**config.mk**
```make
export PLATFORM = sky130hd
export DESIGN_NAME = commit_trace_buffer
export DESIGN_NICKNAME = d
export VERILOG_FILES = /design/src/rtl/trace_pkg.sv /design/src/rtl/trace_fifo.sv /design/src/rtl/commit_trace_buffer.sv
export SDC_FILE = /design/constraint.sdc
export NUM_CORES = 2
export LEC_CHECK = 0
export CORE_ASPECT_RATIO = 1.75
export CORE_MARGIN = 1.5
export CORE_UTILIZATION = 50
export CTS_BUF_LIST = sky130_fd_sc_hd__clkbuf_8
export CTS_CLUSTER_SIZE = 28
export DETAILED_ROUTE_END_ITERATION = 8
export GPL_TIMING_DRIVEN = 0
export PLACE_DENSITY = 0.79
export SYNTH_ARGS = -nofsm -noshare
export SYNTH_HDL_FRONTEND = slang
export SYNTH_SLANG_ARGS = --single-unit
```
**constraint.sdc**
```tcl
create_clock -name clk -period 14.2 [get_ports clk]
set_clock_uncertainty 0.1 [all_clocks]
set_input_delay 2.13 -clock clk [delete_from_list [all_inputs] [get_ports clk]]
set_output_delay 2.13 -clock clk [all_outputs]
set_load 0.01 [all_outputs]
```
**src/rtl/trace_pkg.sv**
```systemverilog
// rtl/trace_pkg.sv - trace entry widths, field offsets, entry struct and packing helper (TRACE_TIMESTAMP_EN adds a 32-bit timestamp field)
package trace_pkg;

  localparam int TRACE_DATA_W = 32;
  localparam int TRACE_ADDR_W = 9;

`ifdef TRACE_TIMESTAMP_EN
  localparam int TS_W = 32;
`else
  localparam int TS_W = 0;
`endif

  // Entry without the optional timestamp; the timestamp, when present, sits above it.
  localparam int BASE_W  = 1 + 5 + TRACE_DATA_W + 1 + 1 + TRACE_ADDR_W + TRACE_DATA_W;
  localparam int ENTRY_W = TS_W + BASE_W;

  localparam int MEM_DATA_LSB = 0;
  localparam int ADDR_LSB     = MEM_DATA_LSB + TRACE_DATA_W;
  localparam int MEM_RD_BIT   = ADDR_LSB + TRACE_ADDR_W;
  localparam int MEM_WR_BIT   = MEM_RD_BIT + 1;
  localparam int REG_DATA_LSB = MEM_WR_BIT + 1;
  localparam int REG_NUM_LSB  = REG_DATA_LSB + TRACE_DATA_W;
  localparam int REG_EV_BIT   = REG_NUM_LSB + 5;
  localparam int TS_LSB       = BASE_W;

  typedef struct packed {
    logic                    reg_ev;
    logic [4:0]              reg_num;
    logic [TRACE_DATA_W-1:0] reg_data;
    logic                    mem_wr;
    logic                    mem_rd;
    logic [TRACE_ADDR_W-1:0] addr;
    logic [TRACE_DATA_W-1:0] mem_data;
  } trace_base_t;

  typedef struct packed {
`ifdef TRACE_TIMESTAMP_EN
    logic [TS_W-1:0] ts;
`endif
    trace_base_t     base;
  } trace_entry_t;

  // Builds the commit fields; fields belonging to an absent event stay zero.
  function automatic trace_base_t pack_entry(
    input logic                    reg_write_sig,
    input logic [4:0]              reg_num,
    input logic [TRACE_DATA_W-1:0] reg_data,
    input logic                    wr,
    input logic                    rd,
    input logic [TRACE_ADDR_W-1:0] addr,
    input logic [TRACE_DATA_W-1:0] wr_data,
    input logic [TRACE_DATA_W-1:0] rd_data
  );
    trace_base_t e;
    logic        reg_ev;
    reg_ev   = reg_write_sig && (reg_num != 5'd0);
    e        = '0;
    e.reg_ev = reg_ev;
    if (reg_ev) begin
      e.reg_num  = reg_num;
      e.reg_data = reg_data;
    end
    e.mem_wr = wr;
    e.mem_rd = rd;
    if (wr || rd) e.addr = addr;
    // A store wins the data field when both strobes are high.
    if (wr) e.mem_data = wr_data;
    else if (rd) e.mem_data = rd_data;
    return e;
  endfunction

endpackage

```
**src/rtl/trace_fifo.sv**
```systemverilog
// rtl/trace_fifo.sv - DEPTH x WIDTH synchronous FIFO with registered head output and occupancy level
module trace_fifo #(
  parameter  int WIDTH = 81,
  parameter  int DEPTH = 16,
  localparam int PTR_W = $clog2(DEPTH),
  localparam int LVL_W = PTR_W + 1
) (
  input  logic             clk,
  input  logic             reset,
  input  logic             push,
  input  logic             pop,
  input  logic [WIDTH-1:0] din,
  output logic [WIDTH-1:0] dout,
  output logic             dout_valid,
  output logic [LVL_W-1:0] level,
  output logic             full,
  output logic             empty
);

  logic [WIDTH-1:0] mem [DEPTH];
  logic [PTR_W-1:0] wr_ptr_q, wr_ptr_d;
  logic [PTR_W-1:0] rd_ptr_q, rd_ptr_d;
  logic [LVL_W-1:0] count_q, count_d;
  logic [WIDTH-1:0] dout_q, dout_d;
  logic             valid_q, valid_d;
  logic             push_ok, pop_ok;
  logic [WIDTH-1:0] head;

  assign empty      = (count_q == '0);
  assign full       = (count_q == LVL_W'(DEPTH));
  assign dout       = dout_q;
  assign dout_valid = valid_q;
  assign level      = count_q;

  // Next-state pointers/occupancy and the value the head register must show after this edge.
  always_comb begin
    pop_ok   = pop && !empty;
    push_ok  = push && (!full || pop_ok);
    wr_ptr_d = push_ok ? wr_ptr_q + PTR_W'(1) : wr_ptr_q;
    rd_ptr_d = pop_ok  ? rd_ptr_q + PTR_W'(1) : rd_ptr_q;
    count_d  = count_q;
    if (push_ok && !pop_ok) count_d = count_q + LVL_W'(1);
    else if (!push_ok && pop_ok) count_d = count_q - LVL_W'(1);
    // The new head may be the entry being written on this very edge.
    head    = (push_ok && (wr_ptr_q == rd_ptr_d)) ? din : mem[rd_ptr_d];
    valid_d = (count_d != '0);
    dout_d  = valid_d ? head : '0;
  end

  // Storage array write; contents need no reset because the pointers define validity.
  always_ff @(posedge clk) begin
    if (push_ok) mem[wr_ptr_q] <= din;
  end

  // Pointer, occupancy and head-register state.
  always_ff @(posedge clk) begin
    if (reset) begin
      wr_ptr_q <= '0;
      rd_ptr_q <= '0;
      count_q  <= '0;
      dout_q   <= '0;
      valid_q  <= 1'b0;
    end else begin
      wr_ptr_q <= wr_ptr_d;
      rd_ptr_q <= rd_ptr_d;
      count_q  <= count_d;
      dout_q   <= dout_d;
      valid_q  <= valid_d;
    end
  end

endmodule

```
**src/rtl/commit_trace_buffer.sv**
```systemverilog
// rtl/commit_trace_buffer.sv - commit trace capture into a drop-counting FIFO (TRACE_TIMESTAMP_EN prepends a cycle timestamp)
module commit_trace_buffer
  import trace_pkg::*;
#(
  parameter  int DATA_W  = 32,
  parameter  int ADDR_W  = 9,
  parameter  int DEPTH   = 16,
  parameter  int DROP_W  = 16,
  localparam int BASE_L  = 1 + 5 + DATA_W + 1 + 1 + ADDR_W + DATA_W,
  localparam int ENTRY_L = TS_W + BASE_L,
  localparam int LVL_W   = $clog2(DEPTH) + 1
) (
  input  logic               clk,
  input  logic               reset,
  input  logic               trace_en,
  input  logic               reg_write_sig,
  input  logic [4:0]         reg_num,
  input  logic [DATA_W-1:0]  reg_data,
  input  logic               wr,
  input  logic               rd,
  input  logic [ADDR_W-1:0]  addr,
  input  logic [DATA_W-1:0]  wr_data,
  input  logic [DATA_W-1:0]  rd_data,
  output logic               out_valid,
  input  logic               out_ready,
  output logic [ENTRY_L-1:0] out_entry,
  output logic [LVL_W-1:0]   level,
  output logic               overflow,
  output logic [DROP_W-1:0]  drop_cnt,
  input  logic               clear_ovf
);

  logic               reg_ev, mem_ev, event_v;
  logic [BASE_L-1:0]  base_w;
  logic [ENTRY_L-1:0] entry_w;
  logic               fifo_full, fifo_empty;
  logic               drop;
  logic               overflow_q, overflow_d;
  logic [DROP_W-1:0]  drop_cnt_q, drop_cnt_d;

  assign reg_ev  = reg_write_sig && (reg_num != 5'd0);
  assign mem_ev  = wr || rd;
  assign event_v = trace_en && (reg_ev || mem_ev);

  if (DATA_W == TRACE_DATA_W && ADDR_W == TRACE_ADDR_W) begin : g_pkg_pack
    assign base_w = pack_entry(reg_write_sig, reg_num, reg_data, wr, rd, addr, wr_data, rd_data);
  end else begin : g_generic_pack
    assign base_w = {reg_ev,
                     reg_ev ? reg_num : 5'd0,
                     reg_ev ? reg_data : {DATA_W{1'b0}},
                     wr, rd,
                     mem_ev ? addr : {ADDR_W{1'b0}},
                     wr ? wr_data : (rd ? rd_data : {DATA_W{1'b0}})};
  end

`ifdef TRACE_TIMESTAMP_EN
  logic [TS_W-1:0] ts_q;

  // Free-running cycle counter sampled into each entry.
  always_ff @(posedge clk) begin
    if (reset) ts_q <= '0;
    else       ts_q <= ts_q + TS_W'(1);
  end

  assign entry_w = {ts_q, base_w};
`else
  assign entry_w = base_w;
`endif

  trace_fifo #(
    .WIDTH (ENTRY_L),
    .DEPTH (DEPTH)
  ) u_fifo (
    .clk        (clk),
    .reset      (reset),
    .push       (event_v),
    .pop        (out_ready),
    .din        (entry_w),
    .dout       (out_entry),
    .dout_valid (out_valid),
    .level      (level),
    .full       (fifo_full),
    .empty      (fifo_empty)
  );

  // A push is lost only when full and the head is not leaving on the same edge.
  assign drop = event_v && fifo_full && !(out_ready && !fifo_empty);

  // Sticky overflow and saturating drop counter; a clear beats a coincident drop.
  always_comb begin
    overflow_d = overflow_q;
    drop_cnt_d = drop_cnt_q;
    if (clear_ovf) begin
      overflow_d = 1'b0;
      drop_cnt_d = '0;
    end else if (drop) begin
      overflow_d = 1'b1;
      if (drop_cnt_q != '1) drop_cnt_d = drop_cnt_q + DROP_W'(1);
    end
  end

  // Overflow status registers.
  always_ff @(posedge clk) begin
    if (reset) begin
      overflow_q <= 1'b0;
      drop_cnt_q <= '0;
    end else begin
      overflow_q <= overflow_d;
      drop_cnt_q <= drop_cnt_d;
    end
  end

  assign overflow = overflow_q;
  assign drop_cnt = drop_cnt_q;

endmodule

```
==> results by group <==
Final layout
  • Non-Filler Instances: 6124
  • Area Growth Syn to Fin: 15.8%
  • Finished Cell Area: ~73000 sq um
  • Nets: 4434
  • Layout cells sized above 1: 0.184

Pwr
  • Clock power frac: 0.261
  • PD cells: between 150 and 200 nW/um^2
  • Worst vdd ir: between 0.0001 and 0.00015 V
  • Gate power share: 0.351
  • P_leak: 22.8 nW
  • NetSw: roughly 0.0043 W
  • Sw Share: 0.349
  • Int Power: about 0.008 W
  • Sequential share of power: 0.388

Global routing
  • Largest net degree at the start of global routing: 27
  • First-pass GRT wire length: approximately 270 mm
  • GRT Residual Overflow: 0
  • Initial antenna violation count: 9
  • Vias in the first global route: 42.2k
  • GRT Overall Usage: 0.292

Synthesis
  • Count leader, synth: edfxtp_1
  • Post-synth top cells: edfxtp_1, mux2i_1, mux4_2
  • Largest area contributor in the netlist: edfxtp_1
  • Ys Warns: 0
  • Ys async rst share: 0
  • Syn_nets: ~3.9k
  • Number of flops mapped to enable cells by yosys: about 1.3k
  • Fraction of the yosys area taken by sequential cells: 0.657
  • Syn Inst Count: between 3k and 4k
  • Seq cells post-synth: 1408
  • Avg Inst Size Synth: ~16 sq um
  • Top-area cell type share of the netlist area: 0.621
  • Ys flop type: edfxtp_1
  • Synth unique cells: roughly 60
  • Netlist Area Pre-Place: roughly 63000 sq um
  • Main area contributors after synthesis: edfxtp_1, mux4_2, mux2i_1

Drt
  • Routed len/inst: 30.6 um
  • Top sig layer: met5
  • DRT antenna net count: 0
  • Met1 Wirelength: ~57 mm
  • Total number of vias: roughly 40k
  • Pre-antenna DRT Iters: 6
  • DRC: 0
  • Drt initial violations: 4818
  • Met2 wire length: between 90 and 100 mm
  • Final WL: 187 mm
  • Via density: 6.56
  • Met3 Routed Length: about 18 mm

Clocking
  • CTS tree: yes
  • Max Buffers Root-to-Sink: 3
  • Reg clk slew, reported paths: about 70 ps
  • Post-cts resize count: 0
  • Post-CTS Hold Fix Bufs: 0
  • Clock root buffer: clkbuf_8
  • Post-CTS setup buffers: 0
  • CTS Buf Count: ~200
  • Clock Sinks: about 1.4k
  • H-tree depth: 4
  • Clk_lat worst skew: 950 ps

Flow run
  • Max cap viols: 3

Worst setup path
  • CP Max Fanout: 17
  • Setup CP Type: primary input to register
  • Crit start category: primary input
  • Endpoint class of the critical path: register
  • WP data required: approximately 15000 ps
  • Worst Reg-to-Reg Cells: 11
  • CP arrival: about 7500 ps

Placed design
  • Gpl congestion: approximately 0.90
  • Post-DP Area: 68500 sq um
  • Pre-CTS WS: between 6000 and 7000 ps
  • I/O Buffers: 219
  • # placed instances: 5752
  • DP Wirelength: 131 mm

STA
  • RSZ-0062 raised after global routing: false
  • Final Hold Viols: 0
  • Worst Max-Slew Pin Slew: approximately 1600 ps
  • Fmax: ~0.15 GHz
  • Final setup viols: 0
  • Worst rel slew slack: -0.0340
  • PnR worst setup slack: about 7400 ps
  • Final worst-path cycle share: 0.480
  • Post-layout min period: ~7000 ps
  • Fin. max-slew vios: 22

Die
  • Core Area: 124000 sq um
  • Initial core utilization: 0.505
  • Die Span X: 271 um
  • Io pins: between 200 and 250
  • DIE AREA: between 100000 and 150000 sq um
  • Cell Rows: ~170
  • DIE HEIGHT: around 470 um

Run status
  • Failing checks: capacitance limit, slew limit
  • Status: finished with violations

Min path
  • Hold depth: 2
  • Hold Path Class: register to register
## worst max-delay path, cell delays in order
cell and delay, ps:
clkdlybuf4s50_1 680, buf_2 380, nor2_1 1050, a31o_2 390, o21ba_2 200, a22oi_1 170, mux2_2 400, nor4_4 1200
buf_2 610, a21oi_1 230
## state kept, by name, indices dropped and copies added (netlist names)
name,count
drop_cnt,16
overflow,1
u_fifo.dout,81
u_fifo.dout_valid,1
u_fifo.level,5
u_fifo.mem,1296
u_fifo.rd_ptr_q,4
u_fifo.wr_ptr_q,4
## placed cells by master, fill, tap and decap left out, types with 7 or more instances in the layout
master and instances:
mux4_2 333, clkinv_1 32, a22o_1 32, clkbuf_1 171
xnor2_1 7, clkinv_2 31, clkbuf_8 212, nor2b_1 76
buf_16 16, o21ai_0 49, and2_1 40, buf_4 11
buf_6 37, xor2_1 15, edfxtp_1 1296, buf_1 32
o22ai_1 64, or3_1 44, bufinv_16 13, a221oi_1 111
inv_1 75, nand3_1 34, a31oi_1 74, nor2_4 12
ha_1 9, a32oi_1 22, a211oi_1 51, a2111oi_0 33
buf_2 78, buf_12 33, nor2_1 126, nor3_1 10
mux2i_1 508, a21oi_1 100, nand2_1 237, dfxtp_1 112
clkdlybuf4s50_1 219, a211o_1 33
## path summary, 6_finish.rpt
path,start,end,slack (ps)
hold reg to reg,overflow,overflow,360
setup reg to reg,u_fifo.level[0],u_fifo.dout[45],9060
hold / removal,overflow,overflow,360
setup / recovery,wr,u_fifo.dout[44],7390
## cell families (layout without fill, tap and decap cells)
family	count (synthesis)	after routing	share of synthesized area
flip-flops	1408	1408	0.657
multiplexers	848	848	0.202
AND/OR/NAND/NOR	617	617	0.0472
AO/OA/AOI/OAI	587	587	0.0664
buffers and inverters	309	985	0.0219
XOR/XNOR	23	23	0.00344
adder cells (fa/ha/maj)	9	9	0.00180
other	0	4	0
## per-layer routing
metal / global-route usage / vias up
li1: - / 16500
met5: 0 / -
met3: 0.0716 / 851
met2: 0.517 / 2759
met1: 0.296 / 20100
met4: 0.217 / 12
## metrics by stage
| step | power (W) | setup TNS (ps) | utilization | hold WS [ps] |
|---|---|---|---|---|
| finish | 0.0123 | 0 | 0.584 | 359 |
| global route | 0.0127 | 0 | 0.584 | 385 |
| CTS | 0.0122 | 0 | 0.584 | 363 |
| detailed placement | 0.00905 | 0 | 0.552 | 354 |
| global placement | 0.00897 | -1006720 | 0.539 | 337 |
| floorplan | 0.00750 | 0 | - | 370 |
## cell type report
cell class                      instances  area (sq um)
Antenna cell                            4          10.0
Buffer                                298          1340
Clock buffer                          212          2920
Clock inverter                        156          1070
Fill cell                            9141         51600
Inverter                               11          41.3
Multi-Input combinational cell       2084         20200
Sequential cell                      1408         41200
Tap cell                             1643          2060
Timing Repair Buffer                  308          3710
## power by group through the flow
stage,clock network [W],registers [W],logic [W]
after floorplan,0,0.00490,0.00260
after global placement,0,0.00489,0.00409
after detailed placement,0,0.00487,0.00419
after CTS,0.00323,0.00478,0.00421
after global routing,0.00339,0.00479,0.00447
final,0.00322,0.00478,0.00432
Note: power is estimated with default switching activity, not from simulation.
